## src/rtl/uart_rx_fifo_if.sv

```systemverilog
// Bundles the RS232R-facing capture handshake and the CPU-facing read/status signals
// of the receive FIFO. The FIFO itself connects through the slave modport.
interface uart_rx_fifo_if #(
    parameter int AW = 4,
    parameter int DW = 8
);
    logic [DW-1:0] rx_data;
    logic          rx_rdy;
    logic          rx_done;
    logic          pop;
    logic [DW-1:0] dout;
    logic          rdy;
    logic [AW:0]   count;
    logic          ovf;
    logic          clr_ovf;

    modport master (
        output rx_data,
        output rx_rdy,
        input  rx_done,
        output pop,
        input  dout,
        input  rdy,
        input  count,
        input  ovf,
        output clr_ovf
    );

    modport slave (
        input  rx_data,
        input  rx_rdy,
        output rx_done,
        input  pop,
        output dout,
        output rdy,
        output count,
        output ovf,
        input  clr_ovf
    );
endinterface

```

## src/rtl/uart_rx_fifo.sv

```systemverilog
// Receive-side FWFT byte FIFO: drains the RS232R holding register one byte per two cycles
// and presents head data, occupancy and a sticky overflow flag to the CPU inbus mux.
module uart_rx_fifo #(
    parameter int AW = 4,
    parameter int DW = 8
) (
    input logic           clk_i,
    input logic           rst_ni,
    uart_rx_fifo_if.slave bus
);
    localparam int DEPTH = 2 ** AW;

    typedef enum logic {
        CAP_IDLE,
        CAP_HOLD
    } cap_state_e;

    cap_state_e    state_q, state_d;
    logic          rx_done_q, rx_done_d;
    logic [AW-1:0] wr_ptr_q, wr_ptr_d;
    logic [AW-1:0] rd_ptr_q, rd_ptr_d;
    logic [AW:0]   count_q, count_d;
    logic          ovf_q, ovf_d;
    logic [DW-1:0] mem_q [DEPTH];

    logic full;
    logic empty;
    logic push;
    logic drop;
    logic pop_ok;

    assign full   = (count_q == (AW+1)'(DEPTH));
    assign empty  = (count_q == '0);
    assign pop_ok = bus.pop & ~empty;

    // A pop in the capture cycle frees a slot, so a full FIFO can still accept.
    always_comb begin
        state_d   = state_q;
        rx_done_d = 1'b0;
        push      = 1'b0;
        drop      = 1'b0;
        case (state_q)
            CAP_IDLE: begin
                if (bus.rx_rdy) begin
                    rx_done_d = 1'b1;
                    state_d   = CAP_HOLD;
                    if (!full || pop_ok) begin
                        push = 1'b1;
                    end else begin
                        drop = 1'b1;
                    end
                end
            end
            CAP_HOLD: begin
                state_d = CAP_IDLE;
            end
            default: begin
                state_d = CAP_IDLE;
            end
        endcase
    end

    always_comb begin
        wr_ptr_d = wr_ptr_q;
        rd_ptr_d = rd_ptr_q;
        count_d  = count_q + (AW+1)'(push) - (AW+1)'(pop_ok);
        ovf_d    = ovf_q;
        if (push) begin
            wr_ptr_d = wr_ptr_q + AW'(1);
        end
        if (pop_ok) begin
            rd_ptr_d = rd_ptr_q + AW'(1);
        end
        // A drop in the same cycle as a clear must leave the flag set.
        if (drop) begin
            ovf_d = 1'b1;
        end else if (bus.clr_ovf) begin
            ovf_d = 1'b0;
        end
    end

    always_ff @(posedge clk_i) begin
        if (!rst_ni) begin
            state_q   <= CAP_IDLE;
            rx_done_q <= 1'b0;
            wr_ptr_q  <= '0;
            rd_ptr_q  <= '0;
            count_q   <= '0;
            ovf_q     <= 1'b0;
        end else begin
            state_q   <= state_d;
            rx_done_q <= rx_done_d;
            wr_ptr_q  <= wr_ptr_d;
            rd_ptr_q  <= rd_ptr_d;
            count_q   <= count_d;
            ovf_q     <= ovf_d;
        end
    end

    always_ff @(posedge clk_i) begin
        if (rst_ni && push) begin
            mem_q[wr_ptr_q] <= bus.rx_data;
        end
    end

    assign bus.rx_done = rx_done_q;
    assign bus.dout    = empty ? '0 : mem_q[rd_ptr_q];
    assign bus.rdy     = ~empty;
    assign bus.count   = count_q;
    assign bus.ovf     = ovf_q;
endmodule

```

## src/flat_wrapper.sv

```systemverilog
// flat-port wrapper written by rule: the top's interface ports become plain ports
module uart_rx_fifo_flat 
#(
    parameter int AW = 4,
    parameter int DW = 8
)
  (clk_i, rst_ni, bus_rx_data, bus_rx_rdy, bus_rx_done, bus_pop, bus_dout, bus_rdy, bus_count, bus_ovf, bus_clr_ovf);
  uart_rx_fifo_if #(.AW(AW), .DW(DW)) bus_i ();
  input logic clk_i;
  input logic rst_ni;
  input wire logic [$bits(bus_i.rx_data)-1:0] bus_rx_data;
  input wire logic [$bits(bus_i.rx_rdy)-1:0] bus_rx_rdy;
  output wire logic [$bits(bus_i.rx_done)-1:0] bus_rx_done;
  input wire logic [$bits(bus_i.pop)-1:0] bus_pop;
  output wire logic [$bits(bus_i.dout)-1:0] bus_dout;
  output wire logic [$bits(bus_i.rdy)-1:0] bus_rdy;
  output wire logic [$bits(bus_i.count)-1:0] bus_count;
  output wire logic [$bits(bus_i.ovf)-1:0] bus_ovf;
  input wire logic [$bits(bus_i.clr_ovf)-1:0] bus_clr_ovf;
  assign bus_i.rx_data = bus_rx_data;
  assign bus_i.rx_rdy = bus_rx_rdy;
  assign bus_rx_done = bus_i.rx_done;
  assign bus_i.pop = bus_pop;
  assign bus_dout = bus_i.dout;
  assign bus_rdy = bus_i.rdy;
  assign bus_count = bus_i.count;
  assign bus_ovf = bus_i.ovf;
  assign bus_i.clr_ovf = bus_clr_ovf;
  uart_rx_fifo #(.AW(AW), .DW(DW)) u_core (.clk_i(clk_i), .rst_ni(rst_ni), .bus(bus_i));
endmodule
```

## config.mk

```make
export PLATFORM = sky130hd
export DESIGN_NAME = uart_rx_fifo_flat
export DESIGN_NICKNAME = d
export VERILOG_FILES = /design/src/rtl/uart_rx_fifo_if.sv /design/src/rtl/uart_rx_fifo.sv /design/src/flat_wrapper.sv
export SDC_FILE = /design/constraint.sdc
export NUM_CORES = 1
export LEC_CHECK = 0
export CORE_MARGIN = 2
export CORE_UTILIZATION = 60
export DETAILED_ROUTE_END_ITERATION = 16
export PLACE_DENSITY = 0.79
export SETUP_SLACK_MARGIN = 0.5
export SLEW_MARGIN = 20
export SYNTH_ARGS = -nofsm -noshare
export SYNTH_HDL_FRONTEND = slang
export SYNTH_SLANG_ARGS = --single-unit
```

## constraint.sdc

```tcl
create_clock -name clk_i -period 7.4 [get_ports clk_i]
set_input_delay 1.48 -clock clk_i [delete_from_list [all_inputs] [get_ports clk_i]]
set_output_delay 1.48 -clock clk_i [all_outputs]
set_load 0.05 [all_outputs]
```

After elaboration in Yosys (flattened, before gate mapping)
Memory sizes are Yosys's and may differ from the RTL's. A register that Yosys moved wholly into a read port is not among the register bits.
Cells that the tools add are included.
Word-level totals
  memory bits (writable): 128
  logic and storage cells: 37
  memories: 1
  output and inout bits: 16
  register bits: 16
Cells by class
  reduce and logical (&&, ||, !) cells: 6
  bitwise gates (word level): 4
  multiplexer cells: 15
  add/subtract/negate cells: 4
  equal/unequal tests: 1
Memory list
  u_core.mem_q: words 16, width 8, read ports 1, clocked after Yosys merged registers in 1, write ports 1, RTL line uart_rx_fifo.sv:24  | logic [DW-1:0] mem_q [DEPTH];
Operator list (count)
  $mux W1: 11
  $add A4 B1 Y4 const B: 2
  $mux W4: 2
  $mux W8: 1
  $add A5 B1 Y5: 1
  $eq A5 B5 Y1 const B: 1
  $logic_not A5 Y1: 1
  $sub A5 B1 Y5: 1
  $not A1 Y1: 3
  $pmux W1 S2: 1
  $reduce_bool A2 Y1: 1
  $reduce_or A2 Y1: 1
  $and A1 B1 Y1: 1
  $logic_and A1 B1 Y1: 1
  $logic_not A1 Y1: 1
  $logic_or A1 B1 Y1: 1

Depth between registers and ports, before layout
  depth after elaboration: 10
  mapped depth: 13

Worst setup path before layout
OpenSTA, ideal clock, no wires.
  path kind: reg-to-output
  start point: register u_core.count_q[2] (netlist: u_core.bus.count[2])
  end point: output bus_dout[0]
  arrival time: 2.742 ns
  path slack: 3.178 ns
  stages on the path, launching flop included: 7
  required time: 5.920 ns
  path through: dfxtp_1 inv_1 ha_1 or4b_1 clkbuf_1 o21ai_0 a21oi_1
On the way
  longest elaborated chain between the ends: 2
RTL lines
  start, declared: RTL line uart_rx_fifo.sv:22  | logic [AW:0] count_q, count_d;
  start signal, assigned: RTL line uart_rx_fifo.sv:95  | count_q <= count_d;
  $logic_not A5 Y1: RTL line uart_rx_fifo.sv:33  | assign empty = (count_q == '0);
  $mux W8: RTL line uart_rx_fifo.sv:107  | assign bus.dout = empty ? '0 : mem_q[rd_ptr_q];
  end, declared: RTL line flat_wrapper.sv:15  | output wire logic [$bits(bus_i.dout)-1:0] bus_dout;
No other way between the ends.

==> impl_metrics.py <==
metrics = {
    "die": {
        "die_w_um": 104,
        "floorplan.initialDensity_pct": 61.3,
        "ioPinCount": 29,
        "core_um2": 9730,
        "rows": 36,
        "die-area_um2": 10800,
        "dieHeight_um": 104,
    },
    "finish": {
        "instances_no_fill": 502,
        "syn2layout_area_growth_pct": 16.0,
        "antenna_cells": 0,
        "nets": 382,
        "num-fill-cells": 598,
        "drive_gt1_share_pct": 17.6,
    },
    "pwr": {
        "cell_internal_pwr_mw": 1.69,
        "peakVddDrop_uv": 290,
        "leakage_nw": 2.27,
        "power_frac_comb_pct": 25.1,
        "power.switching_mw": 0.697,
        "pwr-share-seq_pct": 40.2,
        "p_sw_share_pct": 29.2,
        "power.total_mw": 2.39,
        "clkPwrFrac_pct": 34.7,
        "powerDensity_nw_per_um2": 345,
    },
    "grt": {
        "met1_usage_pct": 28.2,
        "grt_max_degree": 25,
        "gr-max-usage-layer": "met2",
        "antenna_found_initial": 0,
        "grt_pass1_vias": 3058,
        "grt_use_total_pct": 21.7,
        "use_met3_pct": 5.48,
        "met2_usage_pct": 35.6,
        "gr-total-overflow": 0,
        "grt_pass1_wl_um": 16900,
    },
    "placed_design": {
        "gp_congestion": 0.718,
        "post-place-ws_ns": 2.82,
        "numPortBuffers": 28,
        "dp.cells": 471,
        "dp_hpwl_um": 6520,
    },
    "yosys": {
        "synth_top_cell_area_share_pct": 64.4,
        "synthDistinctLibCells": 38,
        "synth_area_um2": 5960,
        "ys_warn_count": 0,
        "postSynthCellCount": 322,
        "syn_avg_cell_area_um2": 18.5,
        "ys_ff_latch": 147,
        "seq_area_frac_synth_pct": 70.8,
        "synth_largest_area_cell": "edfxtp_1",
        "synthTopCellsByArea": "edfxtp_1, mux4_2, dfxtp_1",
        "synth_nets": 347,
    },
    "sta": {
        "report.final.slew_viol_count": 0,
        "period_needed_ns": 5.20,
        "finalCritPeriodShare_pct": 70.3,
        "max_freq_mhz": 192,
        "worstMarginPinSlew_ns": 0.985,
        "setup_ws_ns": 2.20,
        "setup_viol": 0,
        "skew_ns": 0.0177,
        "finalHoldViolations": 0,
        "max-slew-margin-rel_pct": 34.1,
        "tns_ns": 0,
        "rsz0062_at_grt": "no",
    },
    "worst_setup_path": {
        "cp.arrival_ns": 3.72,
        "critPathLaunchType": "flop",
        "r2r-start": "u_core.bus.count[2]$_SDFF_PN0_",
        "rr_worst_depth": 13,
        "r2r_slack_ns": 4.02,
        "r2r_end": "u_core.bus.count[4]$_SDFF_PN0_",
        "cp-end-kind": "output pin",
        "cp_max_fo": 20,
        "crit_type": "flop to output pin",
        "worstPathRequired_ns": 5.92,
    },
    "cts": {
        "cts.sinks": 147,
        "cts_tree": "done",
        "htreeDepth": 4,
        "cts_hold_buf": 0,
        "cts_resized": 0,
        "cts_buffers": 17,
        "clkTransAtPathRegs_ns": 0.06,
        "cts_root_buf": "clkbuf_8",
        "postCtsSetupRepairBufs": 0,
        "clk_path_buf_depth": 2,
        "insertion_delay_ns": 0.52,
    },
    "drt": {
        "vias": 2947,
        "wl_um": 10800,
        "ant_nets": 0,
        "vias_per_cell": 5.87,
        "firstDrtPassIters": 5,
        "drc": 0,
        "wire_per_inst_um": 21.5,
        "drt_iter0_markers": 274,
    },
    "flow_run": {
        "drv_cap": 0,
    },
    "worst_hold_path": {
        "hold_class": "flop to flop",
        "worst_hold_startpoint": "u_core.rd_ptr_q[3]$_SDFFE_PN0N_",
        "whs_path_depth": 2,
    },
    "outcome": {
        "outcome": "complete, no violations",
    },
}
==> cell usage in the layout, fill, tap and decap left out, types with 3 or more instances in the layout <==
cell type / count
edfxtp_1: 128
clkdlybuf4s50_1: 28
clkbuf_16: 16
a21oi_1: 12
mux2i_1: 11
nor2_1: 13
nand2_1: 13
mux2_2: 8
clkinv_2: 3
dfxtp_1: 18
buf_4: 4
o21ai_0: 4
clkinvlp_4: 5
mux4_1: 13
nand3_1: 3
nand2b_1: 5
inv_1: 10
mux4_2: 19
xnor2_1: 4
bufinv_16: 3
and2_1: 8
o21ai_1: 5
ha_1: 11
==> cell type report <==
type	instances	area (µm²)	area share [%]
sequential	147	4230	61.0
multi-input combinational	149	1600	23.2
clock buffer	17	414	5.98
timing repair buffer	32	310	4.48
tap	133	166	2.40
clock inverter	14	164	2.37
inverter	10	37.5	0.542
==> sequential cells by signal, indices dropped and copies added (netlist names), named ones only <==
register          count
u_core.bus.count      5
u_core.state_q        1
u_core.bus.ovf        1
u_core.mem_q        128
u_core.wr_ptr_q       4
u_core.rd_ptr_q       4
==> layer usage <==
| layer | wire length [µm] | vias to the layer above | share of wire (%) |
|---|---|---|---|
| li1 | - | 1335 | - |
| met1 | 4390 | 1486 | 41 |
| met2 | 5670 | 111 | 52 |
| met3 | 615 | 15 | 5.7 |
| met4 | 140 | 0 | 1.3 |
| met5 | 0 | - | 0 |
==> Yosys cell counts (all sizes together) <==
cell type,number
edfxtp,128
nand4,1
nand2,13
a21o,1
dfxtp,19
a21oi,12
xor2,2
xnor2,4
nand3b,1
and3,1
nor3,4
o21ai,9
o211ai,1
clkbuf,4
ha,11
or3,1
inv,10
or4b,2
fa,1
mux2,8
nand2b,5
mux2i,11
mux4,32
nor2,13
nor2b,2
nand3,3
buf,12
and2,8
o22ai,1
nor3b,1
a21boi,1
==> how the worst max path moves through the flow <==
stage	start	end	slack (ns)
after floorplan	u_core.bus.count[2]$_SDFF_PN0_	bus_dout[0]	3.18
after global placement	flop	bus_dout[1]	2.85
after detailed placement	flop	bus_dout[1]	2.82
after CTS	flop	bus_dout[7]	2.21
after global routing	flop	bus_dout[7]	2.00
final	flop	bus_dout[7]	2.20
==> cells by family after synthesis <==
family | count (synthesis) | synth area share [%]
AOI/OAI and AO/OA | 25 | 2.24
xor gates and xnor gates | 6 | 0.881
adders and majority gates | 12 | 2.64
buffers and inverters | 26 | 2.45
DFF | 147 | 70.8
muxes | 51 | 16.3
and+or+nand+nor | 55 | 4.70
==> power by group through the flow <==
stage / combinational (mW) / sequential [mW] / clock (mW)
final: 0.599 / 0.959 / 0.828
after global routing: 0.645 / 0.963 / 0.879
after global placement: 0.592 / 0.975 / 0
after floorplan: 0.421 / 1.00 / 0
after CTS: 0.605 / 0.960 / 0.841
after detailed placement: 0.602 / 0.976 / 0
==> through the flow <==
step	util (%)	cell area (µm²)	hold WS, ns
floorplan	-	5960	0.459
global placement	65.2	6340	0.461
detailed placement	65.2	6340	0.477
CTS	71.1	6920	0.482
global route	71.1	6920	0.511
finish	71.1	6920	0.486
==> worst max-delay path, stage by stage (launching register included) <==
cell	delay (ns)
dfxtp_1	0.80
buf_4	0.42
mux4_1	0.60
mux2_2	0.27
o21ai_0	0.27
a21oi_1	0.10
clkdlybuf4s50_1	0.75
Power figures use the tool's default switching activity.
